[src/rtl/raiz_cuadrada_axis.sv]
// raiz_cuadrada_axis
//   Iterative integer square root on an AXI-stream style handshake. Accepts
//   one unsigned operand x, resolves one root bit per clock with the restoring
//   digit-by-digit method, then presents floor(sqrt(x)) and x - root^2.
//   Only one operand is in flight; latency is ROOT_WIDTH clocks from the
//   input handshake to the first cycle of axis_out_valid.
//
// Ports
//   clk             system clock, rising edge
//   rst             synchronous active-high reset
//   axis_in_data    operand x (DATA_WIDTH bits, unsigned)
//   axis_in_valid   operand valid
//   axis_in_ready   high while idle (registered-state decode)
//   axis_out_data   floor(sqrt(x)) (ROOT_WIDTH bits)
//   axis_out_rem    x - root^2 (ROOT_WIDTH+1 bits, range 0..2*root)
//   axis_out_valid  high while a result is held (registered-state decode)
//   axis_out_ready  downstream accepts the result
module raiz_cuadrada_axis #(
    parameter int unsigned DATA_WIDTH = 32
) (
    input  logic                      clk,
    input  logic                      rst,
    input  logic [DATA_WIDTH-1:0]     axis_in_data,
    input  logic                      axis_in_valid,
    output logic                      axis_in_ready,
    output logic [DATA_WIDTH/2-1:0]   axis_out_data,
    output logic [DATA_WIDTH/2:0]     axis_out_rem,
    output logic                      axis_out_valid,
    input  logic                      axis_out_ready
);

    localparam int unsigned ROOT_WIDTH = DATA_WIDTH / 2;
    localparam int unsigned CNT_W      = (ROOT_WIDTH > 1) ? $clog2(ROOT_WIDTH) : 1;

    typedef enum logic [1:0] {
        IDLE = 2'd0,
        BUSY = 2'd1,
        DONE = 2'd2
    } state_t;

    state_t state_q, state_d;

    logic [DATA_WIDTH-1:0]   op_q;
    logic [ROOT_WIDTH-1:0]   root_q;
    logic [ROOT_WIDTH+1:0]   rem_q;
    logic [CNT_W-1:0]        cnt_q;
    logic [ROOT_WIDTH-1:0]   out_data_q;
    logic [ROOT_WIDTH:0]     out_rem_q;

    logic                    accept;
    logic                    last_iter;

    // One restoring step. rem_q never exceeds 2^ROOT_WIDTH before the shift,
    // so the shifted value always fits in ROOT_WIDTH+2 bits.
    logic [ROOT_WIDTH+1:0]   r_shift;
    logic [ROOT_WIDTH+1:0]   trial;
    logic [ROOT_WIDTH+1:0]   diff;
    logic                    ge;
    logic [ROOT_WIDTH+1:0]   rem_next;
    logic [ROOT_WIDTH-1:0]   root_next;

    always_comb begin
        r_shift   = (rem_q << 2) | {{ROOT_WIDTH{1'b0}}, op_q[DATA_WIDTH-1 -: 2]};
        trial     = {root_q, 2'b01};
        diff      = r_shift - trial;
        ge        = (r_shift >= trial);
        rem_next  = ge ? diff : r_shift;
        root_next = {root_q[ROOT_WIDTH-2:0], ge};
    end

    assign accept    = (state_q == IDLE) && axis_in_valid;
    assign last_iter = (state_q == BUSY) && (cnt_q == '0);

    // State register
    always_ff @(posedge clk) begin
        if (rst) begin
            state_q <= IDLE;
        end else begin
            state_q <= state_d;
        end
    end

    // Next-state logic
    always_comb begin
        state_d = state_q;
        case (state_q)
            IDLE:    if (axis_in_valid)  state_d = BUSY;
            BUSY:    if (cnt_q == '0)    state_d = DONE;
            DONE:    if (axis_out_ready) state_d = IDLE;
            default: state_d = IDLE;
        endcase
    end

    // Handshake outputs are pure state decodes
    always_comb begin
        axis_in_ready  = (state_q == IDLE);
        axis_out_valid = (state_q == DONE);
    end

    // Iteration datapath
    always_ff @(posedge clk) begin
        if (rst) begin
            op_q   <= '0;
            root_q <= '0;
            rem_q  <= '0;
            cnt_q  <= '0;
        end else if (accept) begin
            op_q   <= axis_in_data;
            root_q <= '0;
            rem_q  <= '0;
            cnt_q  <= CNT_W'(ROOT_WIDTH - 1);
        end else if (state_q == BUSY) begin
            op_q   <= op_q << 2;
            root_q <= root_next;
            rem_q  <= rem_next;
            cnt_q  <= cnt_q - 1'b1;
        end
    end

    // Result registers are captured on the final iteration and persist past
    // DONE so the working registers are free for the next operand.
    always_ff @(posedge clk) begin
        if (rst) begin
            out_data_q <= '0;
            out_rem_q  <= '0;
        end else if (last_iter) begin
            out_data_q <= root_next;
            out_rem_q  <= rem_next[ROOT_WIDTH:0];
        end
    end

    assign axis_out_data = out_data_q;
    assign axis_out_rem  = out_rem_q;

endmodule

[config.mk]
export PLATFORM = sky130hd
export DESIGN_NAME = raiz_cuadrada_axis
export DESIGN_NICKNAME = d
export VERILOG_FILES = /design/src/rtl/raiz_cuadrada_axis.sv
export SDC_FILE = /design/constraint.sdc
export NUM_CORES = 1
export LEC_CHECK = 0
export CAP_MARGIN = 25
export CORE_MARGIN = 3
export CORE_UTILIZATION = 40
export CTS_CLUSTER_SIZE = 24
export DETAILED_ROUTE_END_ITERATION = 10
export GPL_ROUTABILITY_DRIVEN = 0
export SLEW_MARGIN = 20
export SYNTH_ARGS = -nofsm -noshare
export SYNTH_HDL_FRONTEND = slang
export SYNTH_SLANG_ARGS = --single-unit
[constraint.sdc]
create_clock -name clk -period 4 [get_ports clk]
set_clock_uncertainty 0.15 [all_clocks]
set_input_delay 0.8 -clock clk [delete_from_list [all_inputs] [get_ports clk]]
set_output_delay 0.8 -clock clk [all_outputs]
set_load 0.03 [all_outputs]
* Yosys cells after proc, flatten, opt, wreduce, memory -nomap -nowiden
Index checks and enable logic that the tools add are counted.
Word-level totals: word-level logic and storage cells 32, register bits 103, output and inout bits 35
Cells by class: equal/unequal tests 5, bitwise operators 1, order comparisons 1, reductions and logical operators 7, muxes and demuxes 9, add/sub/neg operators 2
Operator list (number):
- $mux W32 | 2
- $ge A18 B18 Y1 | 1
- $or A18 B2 Y18 | 1
- $mux W17 | 1
- $sub A17 B17 Y17 | 1
- $mux W4 | 2
- $mux W2 | 3
- $pmux W2 S3 | 1
- $logic_not A4 Y1 | 1
- $ne A2 B2 Y1 const B | 2
- $sub A4 B1 Y4 const B | 1
- $reduce_and A3 Y1 | 1
- $eq A2 B1 Y1 const B | 1
- $eq A2 B2 Y1 const B | 1
- $logic_and A1 B1 Y1 | 2
- $logic_not A2 Y1 | 1
- $ne A2 B1 Y1 const B | 1
- $reduce_bool A2 Y1 | 1
- $reduce_or A2 Y1 | 1

* Depth between registers and ports, before layout
depth in word-level cells 3, gate-level depth with buffers 12, depth with buffers taken out 9

* Worst setup path after synthesis
No wires, ideal clock.
path kind register -> register, from reg root_q[11], to reg rem_q[11], library setup time 0.133 ns, clock period less this slack 2.442 ns, stages on the path, launching flop included 11, data required time 3.717 ns, buffers on the path 1, setup slack 1.558 ns, data arrival time 2.159 ns, path through dfxtp_1 -> inv_1 -> ha_1 -> a211oi_1 -> nor2_1 -> a2111o_1 -> o21ai_2 -> nand2_2 -> buf_2 -> mux2i_1 -> a21oi_1
On the way: longest elaborated chain between the ends 2
Ends and longest elaborated chain:
- start, declared | RTL line 44 | logic [ROOT_WIDTH-1:0] root_q;
- start signal, assigned | RTL line 114 | root_q <= root_next;
- $ge A18 B18 Y1 | RTL line 66 | ge = (r_shift >= trial);
- $mux W17 | RTL line 67 | rem_next = ge ? diff : r_shift;
- end signal, assigned | RTL line 115 | rem_q <= rem_next;
- end, declared | RTL line 45 | logic [ROOT_WIDTH+1:0] rem_q;
Every way passes these cells. A chain may end at the register's enable or synchronous reset.

* Worst setup path after layout
from reg root_q[3], to reg rem_q[10]
On the way: longest elaborated chain between the ends 2, elaborated cells between the ends (all ways) 3, those cells by class add/sub: 1; order compare: 1; mux: 1
Ends and longest elaborated chain (RTL line):
- $sub A17 B17 Y17 or $ge A18 B18 Y1 (tied branches) | 65, 66
- $mux W17 * | 67
Every way passes the cells marked *; elsewhere a longest branch is shown, timed or not.

==> flow_metrics.py <==
metrics = {
    "global_routing": {
        "antenna_found_initial": 0,
        "grt_max_degree": 62,
        "grt_pass1_vias": 4306,
        "grt_overflow": 0,
        "grt_first_pass_wirelength_um": 21300,
        "grt_usage_pct": 18.6,
    },
    "clock_tree": {
        "cts_tree": "yes",
        "cts.repair.resized": 0,
        "path_clk_slew_ns": 0.07,
        "clkLatencyLatePin_ns": 0.35,
        "cts-hold-fix-buffers": 0,
        "root_buffer": "clkbuf_16",
        "cts-buffers-inserted": 9,
        "clockBufferDepth": 2,
        "htreeDepth": 3,
        "post-cts-setup-buffers": 0,
        "cts.sinks": 103,
    },
    "yosys": {
        "synth_fp_nets": 668,
        "synth.largest_area_cell": "dfxtp_1",
        "synth_top_family_by_area": "compound AO/OA/AOI/OAI gates",
        "synthTopCellsByArea": "dfxtp_1 42%, a21oi_1 10%, nand2_1 8.6%",
        "synth.top_cell.area_share_pct": 41.6,
        "netlist_area_mm2": 0.00496,
        "synth-compound-area-share_pct": 25.9,
        "synth_cell_types": 56,
        "synth-async-reset-ratio_pct": 0,
        "ys_seq_area_share_pct": 41.6,
        "yosys_register_bits": 103,
        "syn_inst": 613,
        "avgSynthCellArea_um2": 8.09,
        "synth_adder_area_share_pct": 4.79,
        "synth.area.mux_share_pct": 1.82,
        "synth_edf_count": 0,
        "synth_xor_area_share_pct": 2.65,
        "yosys.area_share.simple_pct": 17.8,
        "synth_warnings": 0,
        "ys.flop_type": "dfxtp_1",
    },
    "worst_setup_path": {
        "crit_type": "flip-flop to flip-flop",
        "end_kind": "flip-flop",
        "startpoint_type": "flip-flop",
        "crit_arrival_ns": 2.96,
        "critical_path_buf_inv_count": 1,
        "path_delay_family": "compound AO/OA/AOI/OAI gates",
        "crit_path_top_delay_cell": "dfxtp_1",
        "cp_common_cell": "a21oi_1",
        "critical_path.cell_chain": "inv_1 -> ha_1 -> a21o_1 -> or3_1 -> or2_2 -> a211oi_1 -> a21oi_1 -> a21oi_1 -> a21oi_1",
        "required_ns": 4.07,
        "crit_fanout": 5,
        "cp_slowest_stage_delay_ns": 0.39,
    },
    "detailed_routing": {
        "wire_per_inst_um": 15.4,
        "ant_nets": 0,
        "drc": 0,
        "dr.pass1.iters": 4,
        "vias": 4459,
        "wl_um": 12900,
        "drt_iter0_drc": 303,
        "post_drt_via_cell_ratio": 5.35,
    },
    "layout": {
        "final_cells": 834,
        "nets": 716,
        "multiInputGateArea_mm2": 0.00264,
        "area_delta_synth_final_pct": 22.8,
        "layout-drive-gt1-share_pct": 7.06,
        "design_area_mm2": 0.00609,
        "regArea_mm2": 0.00206,
        "fin_util_pct": 50.5,
        "fillerInstances": 1170,
        "antenna_cells": 0,
    },
    "sta": {
        "whs_ns": 0.304,
        "rsz0062_at_grt": "false",
        "period_minus_slack_ns": 2.89,
        "setup_tns_ns": 0,
        "setup_viol": 0,
        "worst_pin_slew_ns": 0.696,
        "slew_headroom_pct": 53.6,
        "timing.fmax_ghz": 0.346,
        "finalCritPeriodShare_pct": 72.2,
        "maxSlewViolCount": 0,
        "hold_viol": 0,
    },
    "place": {
        "dp.cells": 818,
        "postPlaceCellArea_mm2": 0.00577,
        "portBuffers": 70,
        "hpwl_um": 8740,
    },
    "job": {
        "maxCapViolations": 0,
    },
    "floorplanning": {
        "die_width_um": 117,
        "io_pins": 71,
        "num_rows": 40,
        "core_area_mm2": 0.0121,
        "die_area_mm2": 0.0138,
        "die_height_um": 117,
        "start_util_pct": 41.1,
    },
    "power": {
        "power.density_mw_per_mm2": 532,
        "vdd_drop_max_v": 0.000228,
        "leakagePower_nw": 2.16,
    },
    "status": {
        "status": "completed",
    },
    "hold_path": {
        "hp-class": "flip-flop to flip-flop",
    },
}
cells in the mapped netlist, types with 5 or more instances:
master	instances
nand2_1	113
dfxtp_1	103
a21oi_1	100
clkbuf_1	31
o21ai_0	31
a22oi_1	30
inv_1	24
nor2_1	21
ha_1	19
nand3_1	15
mux2i_1	9
a211oi_1	8
xnor2_1	8
nand4_1	7
xor2_1	7
buf_1	6
a41oi_1	5
and3_1	5
nor2b_1	5
stage by stage:
| stage | power (mW) | setup slack [ns] |
|---|---|---|
| 2_1_floorplan | 2.05 | 1.56 |
| 3_3_place_gp | 2.30 | 1.21 |
| 3_5_place_dp | 2.32 | 1.17 |
| 4_1_cts | 3.26 | 1.13 |
| 5_1_grt | 3.43 | 0.967 |
| 6_report | 3.24 | 1.11 |
flip-flops by register name, summed over array words and instances, names as in the netlist:
signal	count
op_q	32
axis_out_rem	17
axis_out_data	16
rem_q	16
root_q	16
cnt_q	4
state_q	2
area by class of cell:
class	count	area share (%)
Multi-Input combinational cell	443	43.4
Sequential cell	103	33.9
Timing Repair Buffer	80	12.7
Clock buffer	10	3.93
Tap cell	168	3.45
Inverter	24	1.48
Clock inverter	6	1.25
layer usage:
metal	GRT usage, %	routed length, um
met1	25.7	6220
met2	29.6	6020
met3	4.24	499
met4	4.91	123
met5	0	0
placed cells by master (no fill, tap or decap), types with 5 or more instances in the layout:
master and count:
a211oi_1 8, a21oi_1 100, a22oi_1 30, a41oi_1 5, and3_1 5, buf_4 10, clkbuf_16 9, clkdlybuf4s50_1 69
dfxtp_1 103, ha_1 19, inv_1 24, mux2i_1 9, nand2_1 113, nand3_1 15, nand4_1 7, nor2_1 20
o21ai_0 31, xnor2_1 8, xor2_1 7
kinds of logic (layout without fill, tap and decap cells):
logic type	Yosys count	in the layout
and+or+nand+nor	194	194
AOI/OAI and AO/OA	206	206
adders and majority gates	19	19
muxes	9	9
buffers and inverters	67	120
DFF	103	103
xor gates and xnor gates	15	15
report_power, final:
part / switching [mW] / internal (mW)
Combinational: 0.694 / 0.453
Clock: 0.417 / 0.513
Sequential: 0.0566 / 1.10
worst min-delay path, delay by kind of cell, from the launching register on:
| family | cells | cell delay [ns] |
|---|---|---|
| AO/OA/AOI/OAI | 1 | 0.05 |
| flip-flops | 1 | 0.31 |
| AND/OR/NAND/NOR | 1 | 0.05 |
final timing paths:
check | start | endpoint | slack, ns | depth (start not counted)
min | axis_out_data[13] | axis_out_data[13] | 0.30 | 2
max reg2reg | root_q[3] | rem_q[10] | 1.11 | 9
max | root_q[3] | rem_q[10] | 1.11 | 9
min reg2reg | axis_out_data[13] | axis_out_data[13] | 0.30 | 2
Note: power is estimated with default switching activity, not from simulation.
